`config.mk`:
```
export PLATFORM = sky130hd
export DESIGN_NAME = spi_frame_ctrl_flat
export DESIGN_NICKNAME = d
export VERILOG_FILES = /design/src/rtl/spi_frame_ctrl_if.sv /design/src/rtl/spi_frame_ctrl.sv /design/src/flat_wrapper.sv
export SDC_FILE = /design/constraint.sdc
export NUM_CORES = 1
export LEC_CHECK = 0
export CAP_MARGIN = 20
export CORE_ASPECT_RATIO = 1.75
export CORE_MARGIN = 4
export CORE_UTILIZATION = 42
export DETAILED_ROUTE_END_ITERATION = 10
export PLACE_DENSITY = 0.56
export SLEW_MARGIN = 5
export SYNTH_ARGS = -nofsm -noshare
export SYNTH_HDL_FRONTEND = slang
export SYNTH_SLANG_ARGS = --single-unit
```
`constraint.sdc`:
```
create_clock -name clk -period 8.4 [get_ports clk]
set_input_delay 1.68 -clock clk [delete_from_list [all_inputs] [get_ports clk]]
set_output_delay 1.68 -clock clk [all_outputs]
set_load 0.005 [all_outputs]
```
`src/rtl/spi_frame_ctrl_if.sv`:
```
// Word-in / payload-out stream bundle for spi_frame_ctrl.
// The master side feeds received words and accepts payload; the slave side is the controller.
interface spi_frame_ctrl_if;
  logic [15:0] word_in;
  logic        word_valid;
  logic [15:0] out_data;
  logic [3:0]  out_channel;
  logic        out_last;
  logic        out_valid;
  logic        out_ready;

  modport master (output word_in, word_valid, out_ready,
                  input  out_data, out_channel, out_last, out_valid);
  modport slave  (input  word_in, word_valid, out_ready,
                  output out_data, out_channel, out_last, out_valid);
endinterface

```
`src/rtl/spi_frame_ctrl.sv`:
```
// SPI frame controller: sync/header/payload/checksum sequencing with buffered,
// checksum-gated payload release and error classification/counting.
module spi_frame_ctrl #(
  parameter logic [15:0] SYNC_WORD   = 16'hA55A,
  parameter int          MAX_LEN     = 8,
  parameter int          TIMEOUT_CYC = 1000000
) (
  input  logic           clk,
  input  logic           rst_n,
  input  logic           cs_n,
  spi_frame_ctrl_if.slave bus,
  output logic           frame_ok,
  output logic           frame_err,
  output logic [2:0]     err_code,
  output logic [15:0]    ok_cnt,
  output logic [15:0]    err_cnt,
  output logic           busy
);
  localparam int IW = (MAX_LEN > 1) ? $clog2(MAX_LEN) : 1;
  localparam int TW = $clog2(TIMEOUT_CYC + 1);

  typedef enum logic [2:0] {IDLE, HDR, PAYLOAD, CSUM, DRAIN} state_e;
  typedef enum logic [2:0] {
    E_NONE = 3'd0, E_BAD_LEN = 3'd1, E_BAD_CSUM = 3'd2,
    E_TIMEOUT = 3'd3, E_ABORT = 3'd4, E_OVERRUN = 3'd5
  } err_e;

  state_e state_q, state_d;
  err_e   err_d;
  logic   err_set, ok_set, pay_wr, hdr_ld;
  logic   wv, hs, cs_hi, tmo_exp, hdr_bad;

  logic [1:0]              cs_pipe;
  logic [TW-1:0]           tmo_q;
  logic [7:0]              len_q, idx_q, rd_q;
  logic [15:0]             sum_q;
  logic [3:0]              chan_q;
  logic [MAX_LEN-1:0][15:0] fbuf_q;

  assign wv      = bus.word_valid;
  assign hs      = bus.out_valid & bus.out_ready;
  assign cs_hi   = cs_pipe[1];
  assign tmo_exp = (tmo_q == TW'(TIMEOUT_CYC - 1)) & ~wv;
  assign hdr_bad = (bus.word_in[7:0] == 8'd0) || (int'(bus.word_in[7:0]) > MAX_LEN) ||
                   (bus.word_in[11:8] != 4'd0);
  assign busy    = (state_q != IDLE);
  assign bus.out_channel = chan_q;

  // Abort outranks a same-cycle word, which in turn clears any pending timeout.
  always_comb begin
    state_d = state_q;
    err_set = 1'b0;
    err_d   = E_NONE;
    ok_set  = 1'b0;
    pay_wr  = 1'b0;
    hdr_ld  = 1'b0;
    case (state_q)
      IDLE: if (wv && bus.word_in == SYNC_WORD) state_d = HDR;
      HDR, PAYLOAD, CSUM: begin
        if (cs_hi) begin
          err_set = 1'b1; err_d = E_ABORT; state_d = IDLE;
        end else if (wv) begin
          if (state_q == HDR) begin
            if (hdr_bad) begin
              err_set = 1'b1; err_d = E_BAD_LEN; state_d = IDLE;
            end else begin
              hdr_ld = 1'b1; state_d = PAYLOAD;
            end
          end else if (state_q == PAYLOAD) begin
            pay_wr = 1'b1;
            if (idx_q == len_q - 8'd1) state_d = CSUM;
          end else if (bus.word_in == sum_q) begin
            ok_set = 1'b1; state_d = DRAIN;
          end else begin
            err_set = 1'b1; err_d = E_BAD_CSUM; state_d = IDLE;
          end
        end else if (tmo_exp) begin
          err_set = 1'b1; err_d = E_TIMEOUT; state_d = IDLE;
        end
      end
      DRAIN: begin
        if (wv) begin
          err_set = 1'b1; err_d = E_OVERRUN;
        end
        if (hs && bus.out_last) state_d = IDLE;
      end
      default: state_d = IDLE;
    endcase
  end

  always_ff @(posedge clk or negedge rst_n) begin
    if (!rst_n) begin
      state_q       <= IDLE;
      cs_pipe       <= 2'b11;
      tmo_q         <= '0;
      len_q         <= '0;
      idx_q         <= '0;
      rd_q          <= '0;
      sum_q         <= '0;
      chan_q        <= '0;
      bus.out_valid <= 1'b0;
      bus.out_data  <= '0;
      bus.out_last  <= 1'b0;
      frame_ok      <= 1'b0;
      frame_err     <= 1'b0;
      err_code      <= '0;
      ok_cnt        <= '0;
      err_cnt       <= '0;
    end else begin
      state_q   <= state_d;
      cs_pipe   <= {cs_pipe[0], cs_n};
      frame_ok  <= ok_set;
      frame_err <= err_set;
      if (err_set) begin
        err_code <= err_d;
        if (err_cnt != 16'hFFFF) err_cnt <= err_cnt + 16'd1;
      end
      if (ok_set && ok_cnt != 16'hFFFF) ok_cnt <= ok_cnt + 16'd1;
      if (wv || state_q == IDLE || state_q == DRAIN) tmo_q <= '0;
      else                                           tmo_q <= tmo_q + TW'(1);
      if (hdr_ld) begin
        len_q  <= bus.word_in[7:0];
        chan_q <= bus.word_in[15:12];
        sum_q  <= bus.word_in;
        idx_q  <= '0;
      end
      if (pay_wr) begin
        sum_q <= sum_q + bus.word_in;
        idx_q <= idx_q + 8'd1;
      end
      // Release starts from slot 0 in the same edge the checksum is accepted.
      if (ok_set) begin
        bus.out_valid <= 1'b1;
        bus.out_data  <= fbuf_q[0];
        bus.out_last  <= (len_q == 8'd1);
        rd_q          <= 8'd1;
      end else if (hs) begin
        if (bus.out_last) begin
          bus.out_valid <= 1'b0;
        end else begin
          bus.out_data <= fbuf_q[rd_q[IW-1:0]];
          bus.out_last <= (rd_q == len_q - 8'd1);
          rd_q         <= rd_q + 8'd1;
        end
      end
    end
  end

  always_ff @(posedge clk) begin
    if (pay_wr) fbuf_q[idx_q[IW-1:0]] <= bus.word_in;
  end
endmodule

```
`src/flat_wrapper.sv`:
```
// flat-port wrapper written by rule: the top's interface ports become plain ports
module spi_frame_ctrl_flat 
#(
  parameter logic [15:0] SYNC_WORD   = 16'hA55A,
  parameter int          MAX_LEN     = 8,
  parameter int          TIMEOUT_CYC = 1000000
)
  (clk, rst_n, cs_n, frame_ok, frame_err, err_code, ok_cnt, err_cnt, busy, bus_word_in, bus_word_valid, bus_out_ready, bus_out_data, bus_out_channel, bus_out_last, bus_out_valid);
  spi_frame_ctrl_if bus_i ();
  input  logic clk;
  input  logic rst_n;
  input  logic cs_n;
  output logic frame_ok;
  output logic frame_err;
  output logic [2:0] err_code;
  output logic [15:0] ok_cnt;
  output logic [15:0] err_cnt;
  output logic busy;
  input wire logic [$bits(bus_i.word_in)-1:0] bus_word_in;
  input wire logic [$bits(bus_i.word_valid)-1:0] bus_word_valid;
  input wire logic [$bits(bus_i.out_ready)-1:0] bus_out_ready;
  output wire logic [$bits(bus_i.out_data)-1:0] bus_out_data;
  output wire logic [$bits(bus_i.out_channel)-1:0] bus_out_channel;
  output wire logic [$bits(bus_i.out_last)-1:0] bus_out_last;
  output wire logic [$bits(bus_i.out_valid)-1:0] bus_out_valid;
  assign bus_i.word_in = bus_word_in;
  assign bus_i.word_valid = bus_word_valid;
  assign bus_i.out_ready = bus_out_ready;
  assign bus_out_data = bus_i.out_data;
  assign bus_out_channel = bus_i.out_channel;
  assign bus_out_last = bus_i.out_last;
  assign bus_out_valid = bus_i.out_valid;
  spi_frame_ctrl #(.SYNC_WORD(SYNC_WORD), .MAX_LEN(MAX_LEN), .TIMEOUT_CYC(TIMEOUT_CYC)) u_core (.clk(clk), .rst_n(rst_n), .cs_n(cs_n), .bus(bus_i), .frame_ok(frame_ok), .frame_err(frame_err), .err_code(err_code), .ok_cnt(ok_cnt), .err_cnt(err_cnt), .busy(busy));
endmodule
```
==> metrics.txt <==
Synth cell types=73; GRT Resource Usage Total=18.3%; beginning of the critical path=bus_word_in[3]; Setup Viol. Count Final=0; part of the power in the clock network=34.8%; RSZ-0062 raised after global routing=false; P_sw=938 uW; Synth Cell Area=11600 um2; Worst R2R Path Depth=9; CTS tree=yes; largest net degree at the start of global routing=65; Core Area=~27000 um2; cell taking the most area after synthesis=edfxtp_1; CTS max path bufs=3; Post-synth ARST share=between 40% and 50%; Slew @ Worst Pin=1040 ps; P_int=approximately 2.4 mW; router iterations before antenna repair=6; row cnt=80; io pins=81; Final period util=60.5%; post-CTS sizing=0; Root Driver=clkbuf_16; count of final hold-check violations=0; Worst R2R Start=u_core.sum_q[1]$_DFFE_PN0P_; crit path cell chain=clkdlybuf4s50_1 -> ha_1 -> nor4_1 -> nand3_1 -> or4_4 -> inv_2 -> nand2b_2 -> nor2_1 -> nand4_1 -> xnor2_1; initial antenna violation count=0; CTS Hold Bufs=0; Die W=around 130 um; GPL Wtd Cong=about 0.9; Initial Util=42.5%; Fin Hold WS=354 ps; Critical Path RT=8810 ps; RR Endpoint=u_core.ok_cnt[10]$_DFFE_PN0P_; H-tree levels=1; ranking of synthesized cells by area=edfxtp_1 (33%), dfrtp_1 (26%), mux4_2 (6.2%); hold_sp=u_core.cs_pipe[0]$_DFF_PN1_; drt wl/cell=20.1 um; Leak=5.20 nW; top cell type's share of synthesized area=33.1%; post-CTS setup buffer count=0; Syn Nets=approximately 950; Die H=228 um; CTS Buf Count=24; Gate power share=20.2%; CTS clk-pin slew, worst paths=60 ps; peak supply drop=0.171 mV; slowest CP cell=clkdlybuf4s50_1; Starting DRT DRC Count=463; Crit Path Max Fanout=49; Worst Hold Class=reg2reg; layout cell share with drive strength beyond 1=a little over an eighth; DRC violations left=0; first-pass GRT wire length=44.0 mm; Final Max Slew Viols=0; vias per std cell=5.43; outcome=completed; Flop pwr share=45.0%; post-synthesis cell count=907; CP max stage delay=760 ps; via count=approximately 7500; synthesis-to-finish area growth=18.3%; Power Dens Cells=around 240 nW/um2; clock sinks=between 200 and 300; total gr overflow=0; slew margin rel.=between 30% and 40%; final setup TNS=0 ps; I/O Buffers=80; Critical Path AT=about 5500 ps; non-filler instance count after layout=1377; Routed WL=around 28 mm; worst skew pair latency=approximately 530 ps; worst hold stages=0; dpl cell area=between 10000 and 15000 um2; WHS Endpoint=u_core.cs_pipe[1]$_DFF_PN1_; Sw Ratio=28.2%; critical path class=in2reg; Seq/Total Area, Yosys=between 50% and 60%; Tmin final=5080 ps; vias in the first global route=7718; antenna viol nets, final=0; Worst setup EP type=flop; placed cells=1333; clock skew=a little over 8 ps; Syn. warnings=0; crit start category=input port; Post-DP HPWL=approximately 18 mm; flops & latches, synth=252; ANT cells=0; Primary FF master, synth=edfxtp_1; fin nets=1034; EDFF count, synth=128; Max Cap Viol=0; mean area per synthesized cell=12.8 um2; Final Instance Area=13700 um2; Die ar.=30500 um2; flop2flop setup slack=4870 ps; Max Clock Freq=197 MHz
-- cells by family after synthesis --
kind of cell               Yosys count  synth area share (%)
AOI/OAI and AO/OA                  133                  6.89
DFF                                252                  59.8
xor gates and xnor gates            85                  6.41
buffers and inverters               58                  2.11
adders and majority gates           23                  2.54
muxes                               58                  8.53
and+or+nand+nor                    298                  13.7
-- stage by stage --
step | setup WS (ps) | power [mW] | util [%]
final | 3320 | 3.32 | 50.3
after global placement | 2850 | 2.18 | 47.2
after detailed placement | 2810 | 2.19 | 47.2
after global routing | 3160 | 3.50 | 50.3
after CTS | 3360 | 3.36 | 50.3
after floorplan | 3310 | 1.94 | -
-- power by group through the flow --
stage	Sequential, mW	Combinational, mW	Clock [mW]
after floorplan	1.48	0.465	0
after global placement	1.52	0.664	0
after detailed placement	1.52	0.671	0
after CTS	1.50	0.676	1.19
after global routing	1.51	0.750	1.24
final	1.50	0.670	1.16
-- worst max-delay path, delay by kind of cell --
kind | cells | cell delay (ps)
XOR/XNOR | 1 | 140
adder cells (fa/ha/maj) | 1 | 370
buffers and inverters | 2 | 1440
AND/OR/NAND/NOR | 6 | 1850
-- synthesized netlist by cell type (all sizes together) (8+ instances only) --
library cell	instances
ha	22
nor4	16
and3	18
nor2b	9
nor3b	8
mux2	8
o21ai	67
nand3	30
clkbuf	30
nand4	12
nor2	54
a21oi	14
dfrtp	122
xnor2	31
xor2	54
buf	12
edfxtp	128
nand2	94
mux4	32
mux2i	18
nor3	18
inv	16
-- registers in the layout (all words and copies together) (netlist names), 2 cells and up --
name / flops
u_core.ok_cnt: 16
u_core.state_q: 3
u_core.idx_q: 8
u_core.rd_q: 8
u_core.sum_q: 16
u_core.cs_pipe: 2
u_core.bus.out_channel: 4
u_core.fbuf_q: 128
u_core.err_code: 3
u_core.tmo_q: 20
u_core.bus.out_data: 16
u_core.len_q: 8
u_core.err_cnt: 16
-- layout make-up --
cell class	count	area, um2
fillers	2410	13600
flip-flops and latches	252	6950
multi-input cells	597	4480
repair buffers	99	945
clock buffers	34	719
well taps	369	462
clock inverters	10	131
inverters	16	60.1
-- worst max path at each step --
stage	slack (ps)	depth (start not counted)	to
6_report	3320	10	u_core.ok_cnt[10]$_DFFE_PN0P_
3_5_place_dp	2810	10	u_core.ok_cnt[10]$_DFFE_PN0P_
2_1_floorplan	3310	6	u_core.fbuf_q[16]$_DFFE_PP_
3_3_place_gp	2850	10	u_core.ok_cnt[10]$_DFFE_PN0P_
4_1_cts	3360	10	u_core.ok_cnt[10]$_DFFE_PN0P_
5_1_grt	3160	10	u_core.ok_cnt[10]$_DFFE_PN0P_
-- cell usage in the layout (no fill, tap or decap), types with 4 or more instances in the layout --
cell type,Yosys,final
nor4_1,13,12
nor4b_2,4,6
xor2_1,54,54
or3_1,4,4
a21o_1,6,6
or4_1,4,4
nor2_1,54,53
edfxtp_1,128,128
and4_1,6,6
o22ai_1,7,7
mux2i_1,18,18
o21ai_1,40,40
nand3_1,30,30
clkbuf_8,0,6
ha_1,22,22
nor3b_1,7,5
nor3_1,11,9
nor3_2,6,7
nand4_1,12,12
dfrtp_1,122,121
buf_4,1,19
nand2_1,93,93
and3_1,18,18
a211oi_1,5,5
clkinv_2,0,4
xnor2_1,31,31
mux2_2,4,4
a21oi_1,14,14
o21a_1,4,4
clkdlybuf4s50_1,0,79
mux4_2,32,32
o21ai_0,27,27
nand2b_1,6,6
a31oi_1,6,6
nor4_2,3,4
mux2_1,4,4
clkbuf_16,0,25
nor2b_1,9,8
inv_1,13,13
-- per-layer routing --
| metal | vias to the layer above | wire length (um) | track usage (%) |
|---|---|---|---|
| met5 | - | 0 | 0 |
| met4 | 0 | 727 | 5.53 |
| met3 | 48 | 884 | 2.16 |
| met2 | 130 | 14800 | 33.0 |
| met1 | 3791 | 11300 | 22.9 |
| li1 | 3509 | - | - |
No activity file was read; power rests on OpenSTA's default activity.
